## config.mk

```make
export PLATFORM = sky130hd
export DESIGN_NAME = io_port_team1_flat
export DESIGN_NICKNAME = d
export VERILOG_FILES = /design/src/rtl/io_port_team1_pkg.sv /design/src/rtl/io_port_team1_if.sv /design/src/rtl/io_port_team1_rx_fifo.sv /design/src/rtl/io_port_team1.sv /design/src/flat_wrapper.sv
export SDC_FILE = /design/constraint.sdc
export NUM_CORES = 1
export LEC_CHECK = 0
export BUFFER_PORTS_ARGS = -buffer_cell sky130_fd_sc_hd__buf_2
export CELL_PAD_IN_SITES_DETAIL_PLACEMENT = 0
export CELL_PAD_IN_SITES_GLOBAL_PLACEMENT = 1
export CORE_UTILIZATION = 47
export DETAILED_ROUTE_END_ITERATION = 12
export GPL_ROUTABILITY_DRIVEN = 0
export HOLD_SLACK_MARGIN = 0.05
export PLACE_DENSITY = 0.84
export SKIP_LAST_GASP = 1
export SYNTH_ARGS = -nofsm -noshare
export SYNTH_HDL_FRONTEND = slang
export SYNTH_SLANG_ARGS = --single-unit
```

## constraint.sdc

```tcl
create_clock -name clk -period 5.2 [get_ports clk]
set_clock_uncertainty 0.1 [all_clocks]
set_input_delay 0.52 -clock clk [delete_from_list [all_inputs] [get_ports clk]]
set_output_delay 0.52 -clock clk [all_outputs]
set_load 0.01 [all_outputs]
```

## src/rtl/io_port_team1_pkg.sv

```systemverilog
// ============================================================================
//  Module  : io_pkg_team1
//  Brief   : Shared constants and types for the io_port_team1 programmed-I/O port
//  Rev     : 1.0  initial release
// ============================================================================
`default_nettype none

package io_pkg_team1;

    localparam int IO_DATA_W = 8;

    typedef enum logic [0:0] {
        O_IDLE = 1'b0,
        O_SEND = 1'b1
    } out_state_t;

    localparam int ERR_UNDERRUN = 0;
    localparam int ERR_DROP     = 1;

endpackage

`default_nettype wire

```

## src/rtl/io_port_team1_if.sv

```systemverilog
// ============================================================================
//  Module  : io_port_team1_if
//  Brief   : Device/CPU signal bundle for io_port_team1 (slave = port side)
//  Rev     : 1.0  initial release
// ============================================================================
`default_nettype none

interface io_port_team1_if #(
    parameter int DATA_W = 8
);
    logic [DATA_W-1:0] dev_in_data;
    logic              dev_in_valid;
    logic              dev_in_ready;
    logic              INP_ACK;
    logic [DATA_W-1:0] out_INPR;
    logic              FGI;
    logic              LD_OUTR;
    logic [DATA_W-1:0] AC_LOW;
    logic [DATA_W-1:0] out_OUTR;
    logic              FGO;
    logic [DATA_W-1:0] dev_out_data;
    logic              dev_out_valid;
    logic              dev_out_ready;
    logic              IEN;
    logic              INTR;
    logic              ERR_CLR;
    logic [1:0]        ERR;

    modport slave (
        input  dev_in_data, dev_in_valid, INP_ACK, LD_OUTR, AC_LOW,
               dev_out_ready, IEN, ERR_CLR,
        output dev_in_ready, out_INPR, FGI, out_OUTR, FGO,
               dev_out_data, dev_out_valid, INTR, ERR
    );

    modport master (
        output dev_in_data, dev_in_valid, INP_ACK, LD_OUTR, AC_LOW,
               dev_out_ready, IEN, ERR_CLR,
        input  dev_in_ready, out_INPR, FGI, out_OUTR, FGO,
               dev_out_data, dev_out_valid, INTR, ERR
    );
endinterface

`default_nettype wire

```

## src/rtl/io_port_team1_rx_fifo.sv

```systemverilog
// ============================================================================
//  Module  : rx_fifo_team1
//  Brief   : DEPTH-entry receive FIFO, head visible combinationally
//  Rev     : 1.0  initial release
// ============================================================================
`default_nettype none

module rx_fifo_team1 #(
    parameter int DEPTH  = 4,
    parameter int DATA_W = 8
) (
    input  wire logic              clk,
    input  wire logic              rst,
    input  wire logic              push,
    input  wire logic [DATA_W-1:0] push_data,
    input  wire logic              pop,
    output logic                   full,
    output logic                   empty,
    output logic [DATA_W-1:0]      head
);
    localparam int PTR_W = $clog2(DEPTH);
    localparam int CNT_W = $clog2(DEPTH + 1);

    logic [DATA_W-1:0] mem_q [DEPTH];
    logic [PTR_W-1:0]  wr_ptr_q, wr_ptr_d;
    logic [PTR_W-1:0]  rd_ptr_q, rd_ptr_d;
    logic [CNT_W-1:0]  count_q, count_d;
    logic              do_push;
    logic              do_pop;

    assign full  = (count_q == CNT_W'(DEPTH));
    assign empty = (count_q == '0);
    assign head  = mem_q[rd_ptr_q];

    always_comb begin
        do_push  = push & ~full;
        do_pop   = pop & ~empty;
        wr_ptr_d = wr_ptr_q;
        rd_ptr_d = rd_ptr_q;
        count_d  = count_q;
        if (do_push) wr_ptr_d = wr_ptr_q + 1'b1;
        if (do_pop)  rd_ptr_d = rd_ptr_q + 1'b1;
        case ({do_push, do_pop})
            2'b10:   count_d = count_q + 1'b1;
            2'b01:   count_d = count_q - 1'b1;
            default: count_d = count_q;
        endcase
    end

    always_ff @(posedge clk or posedge rst) begin
        if (rst) begin
            wr_ptr_q <= '0;
            rd_ptr_q <= '0;
            count_q  <= '0;
        end else begin
            wr_ptr_q <= wr_ptr_d;
            rd_ptr_q <= rd_ptr_d;
            count_q  <= count_d;
        end
    end

    // Storage needs no reset: count/pointers define which entries are live.
    always_ff @(posedge clk) begin
        if (do_push) mem_q[wr_ptr_q] <= push_data;
    end

endmodule

`default_nettype wire

```

## src/rtl/io_port_team1.sv

```systemverilog
// ============================================================================
//  Module  : io_port_team1
//  Brief   : INPR/FGI + OUTR/FGO programmed-I/O port with receive FIFO and INTR.
//            Optional sticky error flags via `IO_PORT_ERR_FLAGS_EN.
//  Rev     : 1.0  initial release
// ============================================================================
`default_nettype none

module io_port_team1
    import io_pkg_team1::*;
#(
    parameter int DEPTH  = 4,
    parameter int DATA_W = IO_DATA_W
) (
    input  wire logic clk,
    input  wire logic CLR_GLOBAL,
    io_port_team1_if.slave bus
);
    logic              fifo_full;
    logic              fifo_empty;
    logic [DATA_W-1:0] fifo_head;
    logic              load;

    logic [DATA_W-1:0] inpr_q, inpr_d;
    logic              fgi_q, fgi_d;
    logic [DATA_W-1:0] outr_q, outr_d;
    out_state_t        state_q, state_d;
    logic              intr_q, intr_d;
    logic              fgo;

    rx_fifo_team1 #(
        .DEPTH  (DEPTH),
        .DATA_W (DATA_W)
    ) u_rx_fifo (
        .clk       (clk),
        .rst       (CLR_GLOBAL),
        .push      (bus.dev_in_valid),
        .push_data (bus.dev_in_data),
        .pop       (load),
        .full      (fifo_full),
        .empty     (fifo_empty),
        .head      (fifo_head)
    );

    // INPR reloads only after FGI has been low for a cycle.
    assign load = ~fgi_q & ~fifo_empty;
    assign fgo  = (state_q == O_IDLE);

    always_comb begin
        inpr_d = inpr_q;
        fgi_d  = fgi_q;
        if (load) begin
            inpr_d = fifo_head;
            fgi_d  = 1'b1;
        end else if (bus.INP_ACK && fgi_q) begin
            fgi_d  = 1'b0;
        end
    end

    always_comb begin
        state_d = state_q;
        outr_d  = outr_q;
        case (state_q)
            O_IDLE: begin
                if (bus.LD_OUTR) begin
                    outr_d  = bus.AC_LOW;
                    state_d = O_SEND;
                end
            end
            O_SEND: begin
                if (bus.dev_out_ready) state_d = O_IDLE;
            end
            default: state_d = O_IDLE;
        endcase
        intr_d = bus.IEN & (fgi_q | fgo);
    end

    always_ff @(posedge clk or posedge CLR_GLOBAL) begin
        if (CLR_GLOBAL) begin
            inpr_q  <= '0;
            fgi_q   <= 1'b0;
            outr_q  <= '0;
            state_q <= O_IDLE;
            intr_q  <= 1'b0;
        end else begin
            inpr_q  <= inpr_d;
            fgi_q   <= fgi_d;
            outr_q  <= outr_d;
            state_q <= state_d;
            intr_q  <= intr_d;
        end
    end

    assign bus.dev_in_ready  = ~fifo_full;
    assign bus.out_INPR      = inpr_q;
    assign bus.FGI           = fgi_q;
    assign bus.out_OUTR      = outr_q;
    assign bus.FGO           = fgo;
    assign bus.dev_out_data  = outr_q;
    assign bus.dev_out_valid = (state_q == O_SEND);
    assign bus.INTR          = intr_q;

`ifdef IO_PORT_ERR_FLAGS_EN
    logic [1:0] err_q, err_d;

    // Set events are applied after the clear so they win in the same cycle.
    always_comb begin
        err_d = err_q;
        if (bus.ERR_CLR) err_d = 2'b00;
        if (bus.INP_ACK && !fgi_q)                err_d[ERR_UNDERRUN] = 1'b1;
        if (bus.LD_OUTR && (state_q == O_SEND))   err_d[ERR_DROP]     = 1'b1;
    end

    always_ff @(posedge clk or posedge CLR_GLOBAL) begin
        if (CLR_GLOBAL) err_q <= 2'b00;
        else            err_q <= err_d;
    end

    assign bus.ERR = err_q;
`else
    logic unused_err_clr;
    assign unused_err_clr = bus.ERR_CLR;
    assign bus.ERR        = 2'b00;
`endif

endmodule

`default_nettype wire

```

## src/flat_wrapper.sv

```systemverilog
// flat-port wrapper written by rule: the top's interface ports become plain ports
module io_port_team1_flat import io_pkg_team1::*;
#(
    parameter int DEPTH  = 4,
    parameter int DATA_W = IO_DATA_W
)
  (clk, CLR_GLOBAL, bus_dev_in_data, bus_dev_in_valid, bus_INP_ACK, bus_LD_OUTR, bus_AC_LOW, bus_dev_out_ready, bus_IEN, bus_ERR_CLR, bus_dev_in_ready, bus_out_INPR, bus_FGI, bus_out_OUTR, bus_FGO, bus_dev_out_data, bus_dev_out_valid, bus_INTR, bus_ERR);
  io_port_team1_if #(.DATA_W(DATA_W)) bus_i ();
  input  wire logic clk;
  input  wire logic CLR_GLOBAL;
  input wire logic [$bits(bus_i.dev_in_data)-1:0] bus_dev_in_data;
  input wire logic [$bits(bus_i.dev_in_valid)-1:0] bus_dev_in_valid;
  input wire logic [$bits(bus_i.INP_ACK)-1:0] bus_INP_ACK;
  input wire logic [$bits(bus_i.LD_OUTR)-1:0] bus_LD_OUTR;
  input wire logic [$bits(bus_i.AC_LOW)-1:0] bus_AC_LOW;
  input wire logic [$bits(bus_i.dev_out_ready)-1:0] bus_dev_out_ready;
  input wire logic [$bits(bus_i.IEN)-1:0] bus_IEN;
  input wire logic [$bits(bus_i.ERR_CLR)-1:0] bus_ERR_CLR;
  output wire logic [$bits(bus_i.dev_in_ready)-1:0] bus_dev_in_ready;
  output wire logic [$bits(bus_i.out_INPR)-1:0] bus_out_INPR;
  output wire logic [$bits(bus_i.FGI)-1:0] bus_FGI;
  output wire logic [$bits(bus_i.out_OUTR)-1:0] bus_out_OUTR;
  output wire logic [$bits(bus_i.FGO)-1:0] bus_FGO;
  output wire logic [$bits(bus_i.dev_out_data)-1:0] bus_dev_out_data;
  output wire logic [$bits(bus_i.dev_out_valid)-1:0] bus_dev_out_valid;
  output wire logic [$bits(bus_i.INTR)-1:0] bus_INTR;
  output wire logic [$bits(bus_i.ERR)-1:0] bus_ERR;
  assign bus_i.dev_in_data = bus_dev_in_data;
  assign bus_i.dev_in_valid = bus_dev_in_valid;
  assign bus_i.INP_ACK = bus_INP_ACK;
  assign bus_i.LD_OUTR = bus_LD_OUTR;
  assign bus_i.AC_LOW = bus_AC_LOW;
  assign bus_i.dev_out_ready = bus_dev_out_ready;
  assign bus_i.IEN = bus_IEN;
  assign bus_i.ERR_CLR = bus_ERR_CLR;
  assign bus_dev_in_ready = bus_i.dev_in_ready;
  assign bus_out_INPR = bus_i.out_INPR;
  assign bus_FGI = bus_i.FGI;
  assign bus_out_OUTR = bus_i.out_OUTR;
  assign bus_FGO = bus_i.FGO;
  assign bus_dev_out_data = bus_i.dev_out_data;
  assign bus_dev_out_valid = bus_i.dev_out_valid;
  assign bus_INTR = bus_i.INTR;
  assign bus_ERR = bus_i.ERR;
  io_port_team1 #(.DEPTH(DEPTH), .DATA_W(DATA_W)) u_core (.clk(clk), .CLR_GLOBAL(CLR_GLOBAL), .bus(bus_i));
endmodule
```

# After elaboration in Yosys (flattened, before gate mapping)
# Memory sizes are Yosys's and may differ from the RTL's. A register that Yosys moved wholly into a read port is not among the register bits.
# Index checks and enable logic that the tools add are counted.
[totals]
word_cells = 37
latch_bits = 0
input_bits = 24
ramBits = 32
register_bits = 18
rom_bits = 0
n_memories = 1
out_inout_bits = 31
[memory_table]
columns = ["memory", "depth", "word_bits", "read_ports", "rd_clocked_by_memory_dff", "write_ports", "line_no", "source"]
rows = [
  ["u_core.u_rx_fifo.mem_q", 4, 8, 1, 1, 1, "io_port_team1_rx_fifo.sv:24", "logic [DATA_W-1:0] mem_q [DEPTH];"],
]
[classes]
eq_ne = 3
n_reduce_logical = 5
add_sub_neg = 4
shift = 0
mux = 8
multipliers = 0
n_div = 0
magnitude_cmp = 0
bitwise = 9
[op_table]
columns = ["operator", "count"]
rows = [
  ["1-bit 2-to-1 mux", 6],
  ["3-bit case mux with 2 select lines", 1],
  ["2-bit by 1-bit adder with 2-bit output, second input constant", 2],
  ["1-bit bitwise AND", 4],
  ["1-bit NOT", 4],
  ["2-bit nonzero test", 2],
  ["3-bit by 1-bit adder with 3-bit output, second input constant", 1],
  ["3-bit == test, second input constant", 1],
  ["3-bit logical NOT", 1],
  ["3-bit by 1-bit subtractor with 3-bit output, second input constant", 1],
  ["2-bit by 1-bit == test with 1-bit output, second input constant", 1],
  ["2-bit == test, second input constant", 1],
  ["1-bit case mux with 2 select lines", 1],
  ["2-bit AND reduction", 1],
  ["1-bit logical AND", 1],
  ["1-bit bitwise OR", 1],
]

# Logic depth before layout (Yosys ltp)
# Gate-level depths: netlist of run 1.
[logic_depth]
ltp_word = 6
ltp_mapped = 9
mapped_depth_nobuf = 9

# Modules after synthesis
# A second synthesis of run 1 with hierarchy kept.
[unflattened]
cells_unflattened = 135
hier_area_um2 = 2396.0
[modules_own_cells]
columns = ["mod", "cells_each", "seq_area_each_um2", "area_per_inst_um2", "n_inst"]
rows = [
  ["rx_fifo_team1", 80, 1136.1, 1596.5, 1],
  ["io_port_team1", 55, 475.5, 799.5, 1],
]

# Least setup slack after synthesis of run 1
# No wires, ideal clock.
[synth_path]
kind = "register to register"
from = "register u_core.u_rx_fifo.count_q[0]"
to = "register u_core.u_rx_fifo.count_q[2]"
path_slack_ns = 3.004
t_arrival_ns = 2.017
path_stages_with_launch = 10
setup_ns = 0.079
t_required_ns = 5.021
n_path_buf = 0
period_less_slack_ns = 2.196
path_cell_list = "dfrtp_1 or3b_4 and2_4 inv_1 ha_1 inv_1 fa_1 xor2_1 nor2_1 xor2_1"
[synth_between]
elab_cells_between_ends = 13
cone_classes = "add/sub: 2; eq/ne: 3; mux: 1; bitwise: 5; reduce/logical: 2"
[synth_rtl]
columns = ["element", "line_no", "source"]
rows = [
  ["start: declaration", "io_port_team1_rx_fifo.sv:27", "logic [CNT_W-1:0] count_q, count_d;"],
  ["start signal: assignment", "io_port_team1_rx_fifo.sv:58", "count_q <= count_d;"],
  ["3-bit == test *", "io_port_team1_rx_fifo.sv:31", "assign full = (count_q == CNT_W'(DEPTH));"],
  ["1-bit NOT *", "-", ""],
  ["via bus_dev_in_ready", "flat_wrapper.sv:19", "output wire logic [$bits(bus_i.dev_in_ready)-1:0] bus_dev_in_ready;"],
  ["1-bit bitwise AND *", "io_port_team1_rx_fifo.sv:36", "do_push = push & ~full;"],
  ["2-bit by 1-bit == test with 1-bit output or 2-bit == test (tied branches)", "io_port_team1_rx_fifo.sv:43", "case ({do_push, do_pop})"],
  ["3-bit case mux with 2 select lines or 2-bit nonzero test (tied branches)", "-", ""],
]
# The timed path passes the listed nets; every way through them passes the cells marked *.
# A chain may end at the register's enable or synchronous reset.

# Final worst setup path of run 1
[layout_path]
from = "register u_core.u_rx_fifo.count_q[0]"
to = "register u_core.u_rx_fifo.count_q[2]"
[layout_between]
elab_chain_cells = 6
elab_cells_between_ends = 13
cone_classes = "add/sub: 2; eq/ne: 3; mux: 1; bitwise: 5; reduce/logical: 2"
[layout_lines]
columns = ["element", "line_no", "source"]
rows = [
  ["3-bit logical NOT", "io_port_team1_rx_fifo.sv:32", "assign empty = (count_q == '0);"],
  ["1-bit NOT", "io_port_team1_rx_fifo.sv:37, io_port_team1.sv:46", ""],
  ["1-bit bitwise AND", "io_port_team1.sv:46", "assign load = ~fgi_q & ~fifo_empty;"],
  ["1-bit bitwise AND", "io_port_team1_rx_fifo.sv:37", "do_pop = pop & ~empty;"],
  ["2-bit by 1-bit == test with 1-bit output or 2-bit == test (tied branches)", "io_port_team1_rx_fifo.sv:43", ""],
  ["3-bit case mux with 2 select lines or 2-bit nonzero test (tied branches)", "-", ""],
]
# Parallel ways exist; a longest one is shown, timed or not.

==> results of run 1 <==
cells in the final DEF, fill, tap and decap left out, drive strengths merged:
cell,count
buf,51
edfxtp,32
dfrtp,26
mux2,17
clkbuf,10
inv,9
mux4,8
ha,5
xor2,4
and3,4
clkinv,3
nor2,2
xnor2,2
o21bai,2
conb,2
bufinv,2
nor3,1
nor3b,1
nor2b,1
or3b,1
and2,1
a21boi,1
mux2i,1
fa,1
clkinvlp,1
layer usage:
metal	track usage	up-vias	wire length [um]	part of all wire
li1	-	568	-	-
met1	0.1665	609	1454	0.39
met2	0.2881	42	2024	0.54
met3	0.05525	7	203	0.054
met4	0.09804	0	54	0.014
met5	0	-	0	0
cell type report:
| class | count | area, sq um | area share |
|---|---|---|---|
| Sequential cell | 58 | 1612 | 0.5662 |
| Tap cell | 67 | 83.83 | 0.02945 |
| Timing Repair Buffer | 51 | 255.2 | 0.08967 |
| Multi-Input combinational cell | 54 | 634.4 | 0.2229 |
| Clock buffer | 10 | 137.6 | 0.04835 |
| Inverter | 9 | 33.78 | 0.01187 |
| Clock inverter | 6 | 90.09 | 0.03165 |
critical path, stage by stage (launching register included):
cell and delay [ns]:
dfrtp_1 0.41, nor3_1 0.09, nor2_1 0.73, ha_1 0.33, inv_1 0.06, fa_1 0.37
xor2_1 0.15, nor2_1 0.11, xor2_1 0.17
flip-flops by register name (all words and copies together) (netlist names):
| register | count |
|---|---|
| u_core.u_rx_fifo.mem_q | 32 |
| u_core.bus.dev_out_data | 8 |
| u_core.bus.out_INPR | 8 |
| u_core.u_rx_fifo.count_q | 3 |
| u_core.u_rx_fifo.rd_ptr_q | 2 |
| u_core.u_rx_fifo.wr_ptr_q | 2 |
| u_core.bus.FGI | 1 |
| u_core.bus.INTR | 1 |
| u_core.bus.dev_out_valid | 1 |
logic make-up after synthesis:
family	share of synthesized area
AO/OA/AOI/OAI	0.009483
XOR/XNOR	0.02213
adder cells (fa/ha/maj)	0.03477
buffers and inverters	0.05585
flip-flops	0.6786
multiplexers	0.1654
other	0.001579
AND/OR/NAND/NOR	0.03214
worst min path at each step:
stage | slack (ns) | endpoint | cells after the start
final | 0.25 | u_core.bus.FGI | 2
after global routing | 0.25 | u_core.bus.FGI | 2
after CTS | 0.24 | u_core.bus.FGI | 2
after detailed placement | 0.40 | u_core.bus.out_INPR[6] | 1
after global placement | 0.37 | u_core.u_rx_fifo.count_q[2] | 1
after floorplan | 0.36 | u_core.u_rx_fifo.count_q[2] | 1
power by group through the flow:
stage          logic (mW)  registers (mW)  clock network [mW]
6_report            0.479           0.725               0.457
5_1_grt             0.537           0.745               0.488
4_1_cts             0.491           0.728               0.467
3_5_place_dp        0.490           0.737                   0
3_3_place_gp        0.466           0.723                   0
2_1_floorplan       0.379           0.714                   0
stage by stage:
stage          area, sq um  total power, mW  cells  utilization  setup slack, ns
6_report              2846            1.661    255       0.5948            2.597
5_1_grt               2846            1.770    255       0.5948            2.374
4_1_cts               2846            1.686    255       0.5948            2.539
3_5_place_dp          2619            1.227    239       0.5472            2.569
3_3_place_gp          2619            1.189    239       0.5472            2.663
2_1_floorplan         2379            1.093    135            -            3.004
==> results.md, run 1 <==
- Share of the synthesized area in the top cell type: 0.4046
- VDD IR-drop max: 0.2871 mV
- Fin nets: 213
- IO buf count: 51
- Die Area: 0.005341 sq mm
- EDFF count, synth: 32
- Worst Path Max Fanout: 11
- Iter 0 DRT Violations: 22
- DR DRC count: 0
- Clock root buffer: clkbuf_8
- Leading area contributor after synthesis: edfxtp_1
- Post-route ant nets: 0
- # H-tree levels: 3
- Hold/Removal Path Class: primary input to flip-flop
- Via/cell ratio: 4.808
- Postcts setup bufs: 0
- Fmax: 384.1 MHz
- Final HPWL DP: 2.630 mm
- Synthesis-to-finish area growth: 19.86%
- Combinational fraction of design power: 0.289
- Largest net degree at the start of global routing: 27
- Most common cell in the netlist: edfxtp_1
- Die H: 73.08 um
- Mean post-synth cell area: 17.72 sq um
- I/O Pins: 55
- Post-synthesis sequential area ratio: 0.6786
- Worst skew pair latency: 0.33 ns
- Vias: 1,226
- Reg2Reg Depth: 8
- Yosys cell types: 26
- Crit share post-route: 0.5006
- R2R Setup Slk: 2.60 ns
- Worst r2r dst: u_core.u_rx_fifo.count_q[2]
- Flop pwr share: 0.436
- CP arrival: 2.75 ns
- Congestion Overflow GR: 0
- Final wirelength: 3.736 mm
- Total CTS buffers: 9
- Pleak: 1.209 nW
- CP endpoint: u_core.u_rx_fifo.count_q[2]
- Synth Cell Area: 0.002375 sq mm
- # diodes: 0
- Pins Over Slew Limit: 0
- Chip Width: 73.08 um
- Fraction of registers with async set/reset: 0.4483
- Initial Util: 0.4962
- Number of global-route vias before repair: 1,316
- Hold Crit Start: bus_INP_ACK
- Hold Slack: 0.2544 ns
- Cts hold-fix bufs: 0
- Clock-pin slew on the worst setup and hold paths: 0.07 ns
- Overall Global Routing Usage: 0.1634
- Startpoint types: flip-flop
- Clock period minus worst slack: 2.603 ns
- Ys Warns: 0
- Synth cell count leaders: edfxtp_1 (32), dfrtp_1 (26), mux2_2 (16), buf_4 (10), inv_1 (9)
- Core area: 0.004786 sq mm
- Initial antenna violation count: 0
- Pint: 1.173 mW
- Global-route wire length before repair: 6.016 mm
- CP required: 5.35 ns
- Routed WL per cell: 14.65 um
- WS Path Type: flip-flop to flip-flop
- Worst-margin pin slew: 0.9761 ns
- Syn Inst Count: 134
- Run status: finished clean
- Number of fill cells: 369
- Crit end category: flip-flop
- Final TNS setup: 0 ns
- Switching power: 0.4887 mW
- Fin. Hold Viols: 0
- CP startpoint: u_core.u_rx_fifo.count_q[0]
- Core Rows: 25
- Post-CTS Resized: 0
- Final setup viols: 0
- Worst r2r src: u_core.u_rx_fifo.count_q[0]
- Pwr per Cell Area: 583.7 mW/mm^2
- Unrepaired setup endpoints after global routing: false
- TritonCTS clock tree: done
- Switching share of power: 0.2941
- Rel. slew slack: 0.3486
- Max_cap viols: 0
- Area contributors post-synth: edfxtp_1 (40%), dfrtp_1 (27%), mux2_2 (7.6%)
- Clk pwr share: 0.275
- CTS Buffer Depth: 2
- Main flop type after synthesis: edfxtp_1
- Layout cells sized above 1: 0.5106
- Seq cells post-synth: 58
- DR pass1 iterations: 2
- Clk sinks: 58
Note: power is estimated with default switching activity, not from simulation.
==> run 2, diff against run 1 <==
--- a/config.mk
+++ b/config.mk
@@ -8,11 +8,11 @@
 export BUFFER_PORTS_ARGS = -buffer_cell sky130_fd_sc_hd__buf_2
 export CELL_PAD_IN_SITES_DETAIL_PLACEMENT = 0
 export CELL_PAD_IN_SITES_GLOBAL_PLACEMENT = 1
-export CORE_UTILIZATION = 47
+export CORE_UTILIZATION = 44
 export DETAILED_ROUTE_END_ITERATION = 12
 export GPL_ROUTABILITY_DRIVEN = 0
 export HOLD_SLACK_MARGIN = 0.05
-export PLACE_DENSITY = 0.84
+export PLACE_DENSITY = 0.79
 export SKIP_LAST_GASP = 1
 export SYNTH_ARGS = -nofsm -noshare
 export SYNTH_HDL_FRONTEND = slang
==> constraint.sdc (replaced) <==
create_clock -name clk -period 2.4 [get_ports clk]
set_clock_uncertainty 0.1 [all_clocks]
set_input_delay 0.24 -clock clk [delete_from_list [all_inputs] [get_ports clk]]
set_output_delay 0.24 -clock clk [all_outputs]
set_load 0.01 [all_outputs]
==> results.md, run 2 (synthesis results as in run 1) <==
- Run status: finished clean
- CTS Buffer Depth: 2
- Unrepaired setup endpoints after global routing: false
- Footprint of the multi-input gates: 634.4 sq um
- Routed WL per cell: 14.34 um
- Hold Slack: 0.2007 ns
- DR pass1 iterations: 5
- Startpoint types: flip-flop
- Met1 usage: 0.1932
- Met3 usage: 0.07011
- Number of flip-flops in the largest register: 32
- Via/cell ratio: 4.773
- Fin. Hold Viols: 0
- Total CTS buffers: 9
- Power Total: 3.499 mW
- Global-route wire length before repair: 6.320 mm
- Initial Util: 0.4620
- Pwr per Cell Area: 1155 mW/mm^2
- Die Area: 0.005695 sq mm
- Die H: 75.47 um
- IO buf count: 51
- Post-route ant nets: 0
- Clk sinks: 58
- Top reg by flops: u_core.u_rx_fifo.mem_q
- Core Rows: 26
- Post-Layout Cell Count: 282
- Crit share post-route: 0.9577
- CP arrival: 2.44 ns
- Layout cells sized above 1: 0.4481
- Chip Width: 75.47 um
- Commonest non-fill, non-tap cells in the layout: buf_2 (51), edfxtp_1 (32), dfrtp_1 (26)
- Vias: 1,346
- TritonCTS clock tree: done
- Synthesis-to-finish area growth: 27.61%
- Fin nets: 237
- Congestion Overflow GR: 0
- Final setup viols: 0
- Core area: 0.005140 sq mm
- Clock period minus worst slack: 2.298 ns
- FF+latch area: 0.001612 sq mm
- Worst skew pair latency: 0.32 ns
- # diodes: 0
- Fmax: 435.1 MHz
- Pleak: 1.289 nW
- Pins Over Slew Limit: 0
- Final wirelength: 4.045 mm
- DR DRC count: 0
- Largest net degree at the start of global routing: 27
- Final Instance Area: 0.003030 sq mm
- Rel. slew slack: 0.4859
- Hold/Removal Path Class: primary input to flip-flop
- Worst Path Max Fanout: 6
- Final HPWL DP: 2.662 mm
- Number of global-route vias before repair: 1,328
- CP required: 2.55 ns
- WS Path Type: flip-flop to flip-flop
- Number of fill cells: 426
- # H-tree levels: 3
- Placed cell count: 244
- Final worst slack: 0.1016 ns
- M2 GR Usage: 0.2550
- VDD IR-drop max: 0.7162 mV
- Overall Global Routing Usage: 0.1623
- Initial antenna violation count: 0
- Clock-pin slew on the worst setup and hold paths: 0.06 ns
- Iter 0 DRT Violations: 68
- Final Core Density: 0.5896
- Leading cell type in the layout, fill and taps excluded: buf_2
- I/O Pins: 55
- Final TNS setup: 0 ns
- Worst-margin pin slew: 0.7695 ns
- Setup WS pre-CTS: 0.08041 ns
- Max_cap viols: 0
- GRT Max-Usage Layer: met2
- Crit end category: flip-flop
- Placed inst area: 0.002638 sq mm
- Clock root buffer: clkbuf_8
run 2: cell types whose count changed in the layout (fill, tap and decap cells not counted), sizes merged:
cell / change
bufinv: -1
dlygate4sd3: +20
buf: +4
clkinvlp: -1
clkbuf: +2
run 2: routing by layer:
| layer | part of all wire | vias to the layer above |
|---|---|---|
| met2 | 0.52 | 44 |
| met5 | 0 | - |
| li1 | - | 619 |
| met3 | 0.051 | 6 |
| met1 | 0.42 | 677 |
| met4 | 0.012 | 0 |
run 2: power breakdown:
| group | leakage (nW) | internal [mW] | switching [mW] | total [mW] |
|---|---|---|---|---|
| clock network | 0.0894 | 0.472 | 0.349 | 0.821 |
| logic | 0.603 | 0.621 | 0.492 | 1.11 |
| registers | 0.597 | 1.36 | 0.203 | 1.57 |
| total | 1.29 | 2.45 | 1.04 | 3.50 |
run 2: timing repair:
item	4_1_cts	5_1_grt
setup buffers	0	2
hold endpoints to repair	68	1
hold buffers	19	1
endpoints found under the setup margin	0	1
resized for setup	0	0
run 2: final cells by class:
type / instances / area share
multi-input cells: 54 / 0.2093
flip-flops and latches: 58 / 0.5318
repair buffers: 75 / 0.1602
well taps: 70 / 0.02890
clock buffers: 12 / 0.04459
inverters: 9 / 0.01115
clock inverters: 4 / 0.01404
run 2: final timing paths:
kind                                             start                           end  slack, ns  depth (start not counted)
min in group asynchronous                   CLR_GLOBAL               u_core.bus.INTR       0.44                          4
max in group asynchronous                   CLR_GLOBAL    u_core.bus.dev_out_data[4]       1.50                          4
max reg2reg                u_core.u_rx_fifo.count_q[0]   u_core.u_rx_fifo.count_q[2]       0.10                          9
min                                   bus_dev_in_valid  u_core.u_rx_fifo.wr_ptr_q[0]       0.20                          3
min reg2reg                u_core.u_rx_fifo.count_q[2]   u_core.u_rx_fifo.count_q[2]       0.40                          1
max                        u_core.u_rx_fifo.count_q[0]   u_core.u_rx_fifo.count_q[2]       0.10                          9
run 2: critical path: stages, from the launching register on:
cell	delay, ns
dfrtp_1	0.42
or3b_4	0.44
and2_4	0.19
inv_1	0.05
ha_1	0.17
inv_1	0.06
fa_1	0.37
xor2_1	0.15
nor2_1	0.13
xor2_1	0.15
==> run 3, diff against run 2 <==
--- a/config.mk
+++ b/config.mk
@@ -12,7 +12,7 @@
 export DETAILED_ROUTE_END_ITERATION = 12
 export GPL_ROUTABILITY_DRIVEN = 0
 export HOLD_SLACK_MARGIN = 0.05
-export PLACE_DENSITY = 0.79
+export PLACE_DENSITY_LB_ADDON = 0.1
 export SKIP_LAST_GASP = 1
 export SYNTH_ARGS = -nofsm -noshare
 export SYNTH_HDL_FRONTEND = slang
==> results.md, run 3 (synthesis results as in run 1) <==
- Crit share post-route: 0.9285
- DR pass1 iterations: 3
- Flop pwr share: 0.432
- Worst Path Max Fanout: 3
- Iter 0 DRT Violations: 31
- Unrepaired setup endpoints after global routing: false
- Leading cell type in the layout, fill and taps excluded: buf_2
- Largest net degree at the start of global routing: 27
- Core area: 0.005140 sq mm
- Pins Over Slew Limit: 0
- Hold Slack: 0.1963 ns
- CP max stage delay: 0.42 ns
- Global-route wire length before repair: 6.237 mm
- Final TNS setup: 0 ns
- Overall Global Routing Usage: 0.1643
- Worst-margin pin slew: 0.6859 ns
- Final HPWL DP: 2.535 mm
- Pleak: 1.308 nW
- Routed WL per cell: 14.53 um
- Worst skew pair latency: 0.33 ns
- Initial Util: 0.4620
- Number of flip-flops in the largest register: 32
- Layout cells sized above 1: 0.4837
- WS Path Type: flip-flop to flip-flop
- Rel. slew slack: 0.5418
- Worst-path cell with the longest stage delay: or3b_4
- # diodes: 0
- CP required: 2.55 ns
- I/O Pins: 55
- Initial antenna violation count: 0
- Max_cap viols: 0
- Fmax: 448.7 MHz
- Die H: 75.47 um
- Clk sinks: 58
- Worst r2r src: u_core.u_rx_fifo.count_q[1]
- Worst r2r dst: u_core.u_rx_fifo.count_q[2]
- VDD IR-drop max: 0.5227 mV
- Switching power: 1.081 mW
- Combinational fraction of design power: 0.334
- Worst-path cell chain: or3b_4 -> and2_4 -> inv_1 -> ha_2 -> inv_1 -> fa_2 -> xor2_1 -> nor2_1 -> xor2_1
- Number of global-route vias before repair: 1,359
- Pwr per Cell Area: 1167 mW/mm^2
- Setup WS pre-CTS: 0.09700 ns
- Run status: finished clean
- Startpoint types: flip-flop
- Clock root buffer: clkbuf_8
- Fin nets: 240
- Reg2Reg Depth: 9
- Via/cell ratio: 4.747
- Core Rows: 26
- TritonCTS clock tree: done
- Die Area: 0.005695 sq mm
- Final setup viols: 0
- Worst path top cell family by delay: simple AND/OR/NAND/NOR gates
- Pint: 2.496 mW
- CP arrival: 2.38 ns
- CP Depth: 9
- Commonest non-fill, non-tap cells in the layout: buf_2 (51), edfxtp_1 (32), dfrtp_1 (26)
- Vias: 1,353
- Synthesis-to-finish area growth: 29.08%
- CTS Buffer Depth: 2
- Congestion Overflow GR: 0
- Top reg by flops: u_core.u_rx_fifo.mem_q
- CP startpoint: u_core.u_rx_fifo.count_q[1]
- Switching share of power: 0.3021
- CP endpoint: u_core.u_rx_fifo.count_q[2]
- Fin. Hold Viols: 0
- # H-tree levels: 3
- Hold Path Stages: 3
- Crit path buf inv count: 2
- Final worst slack: 0.1716 ns
- R2R Setup Slk: 0.17 ns
- IO buf count: 51
- Clk pwr share: 0.234
- Final Core Density: 0.5964
- Number of fill cells: 417
- Crit end category: flip-flop
- Hold/Removal Path Class: primary input to flip-flop
- Final wirelength: 4.141 mm
- Clock period minus worst slack: 2.228 ns
- Chip Width: 75.47 um
- Clock-pin slew on the worst setup and hold paths: 0.07 ns
- Total CTS buffers: 9
- DR DRC count: 0
- Post-route ant nets: 0
run 3: changes by cell type in the layout (fill, tap and decap cells not counted), moves of 2 or more:
| cell | delta |
|---|---|
| clkbuf_1 | -2 |
| buf_4 | +3 |
| clkinv_1 | -2 |
| clkinv_2 | +3 |
run 3: cell type report:
class                   count  area [sq um]  area share
multi-input cells          54         639.4      0.2086
flip-flops and latches     58          1612      0.5257
repair buffers             78         508.0      0.1657
clock inverters             6         57.56     0.01878
well taps                  70         87.58     0.02857
inverters                   9         33.78     0.01102
clock buffers              10         127.6     0.04163
run 3: how the worst min path moves through the flow:
| stage | slack (ns) | from | endpoint |
|---|---|---|---|
| after global routing | 0.19 | bus_dev_in_valid | u_core.u_rx_fifo.wr_ptr_q[0] |
| final | 0.20 | bus_dev_in_valid | u_core.u_rx_fifo.wr_ptr_q[0] |
| after global placement | 0.21 | CLR_GLOBAL | u_core.bus.dev_out_data[1] |
| after CTS | 0.17 | bus_dev_in_valid | u_core.u_rx_fifo.wr_ptr_q[0] |
| after floorplan | 0.18 | CLR_GLOBAL | u_core.bus.FGI |
| after detailed placement | 0.23 | CLR_GLOBAL | u_core.bus.dev_out_data[0] |
run 3: routing by layer:
metal,up-vias,track usage,share of wire
met2,53,0.2808,0.51
li1,622,-,-
met1,670,0.1825,0.42
met3,8,0.04365,0.049
met5,-,0,0
met4,0,0.1049,0.015
run 3: worst register-to-register path, stage by stage, from the launching register on:
cell     delay (ns)
dfrtp_1        0.40
or3b_4         0.42
and2_4         0.18
inv_1          0.06
ha_2           0.18
inv_1          0.06
fa_2           0.33
xor2_1         0.15
nor2_1         0.13
xor2_1         0.15
run 3: power by group through the flow:
stage	logic [mW]	registers (mW)	clock network [mW]
final	1.20	1.55	0.835
after global routing	1.31	1.59	0.908
after CTS	1.15	1.56	0.867
after detailed placement	1.12	1.58	0
after global placement	1.08	1.56	0
after floorplan	0.820	1.55	0
run 3: repair_timing:
action                                  4_1_cts  5_1_grt
setup buffers                                 0        4
hold buffers                                 20        0
endpoints found under the setup margin        0        1
resized for setup                             0        2
endpoints found under the hold margin        69        0
run 3: stage by stage:
stage | cells | cell area [sq um] | power (mW)
finish | 285 | 3065 | 3.577
global route | 285 | 3065 | 3.809
CTS | 281 | 3030 | 3.580
detailed placement | 245 | 2645 | 2.693
global placement | 245 | 2645 | 2.636
floorplan | 135 | 2379 | 2.367
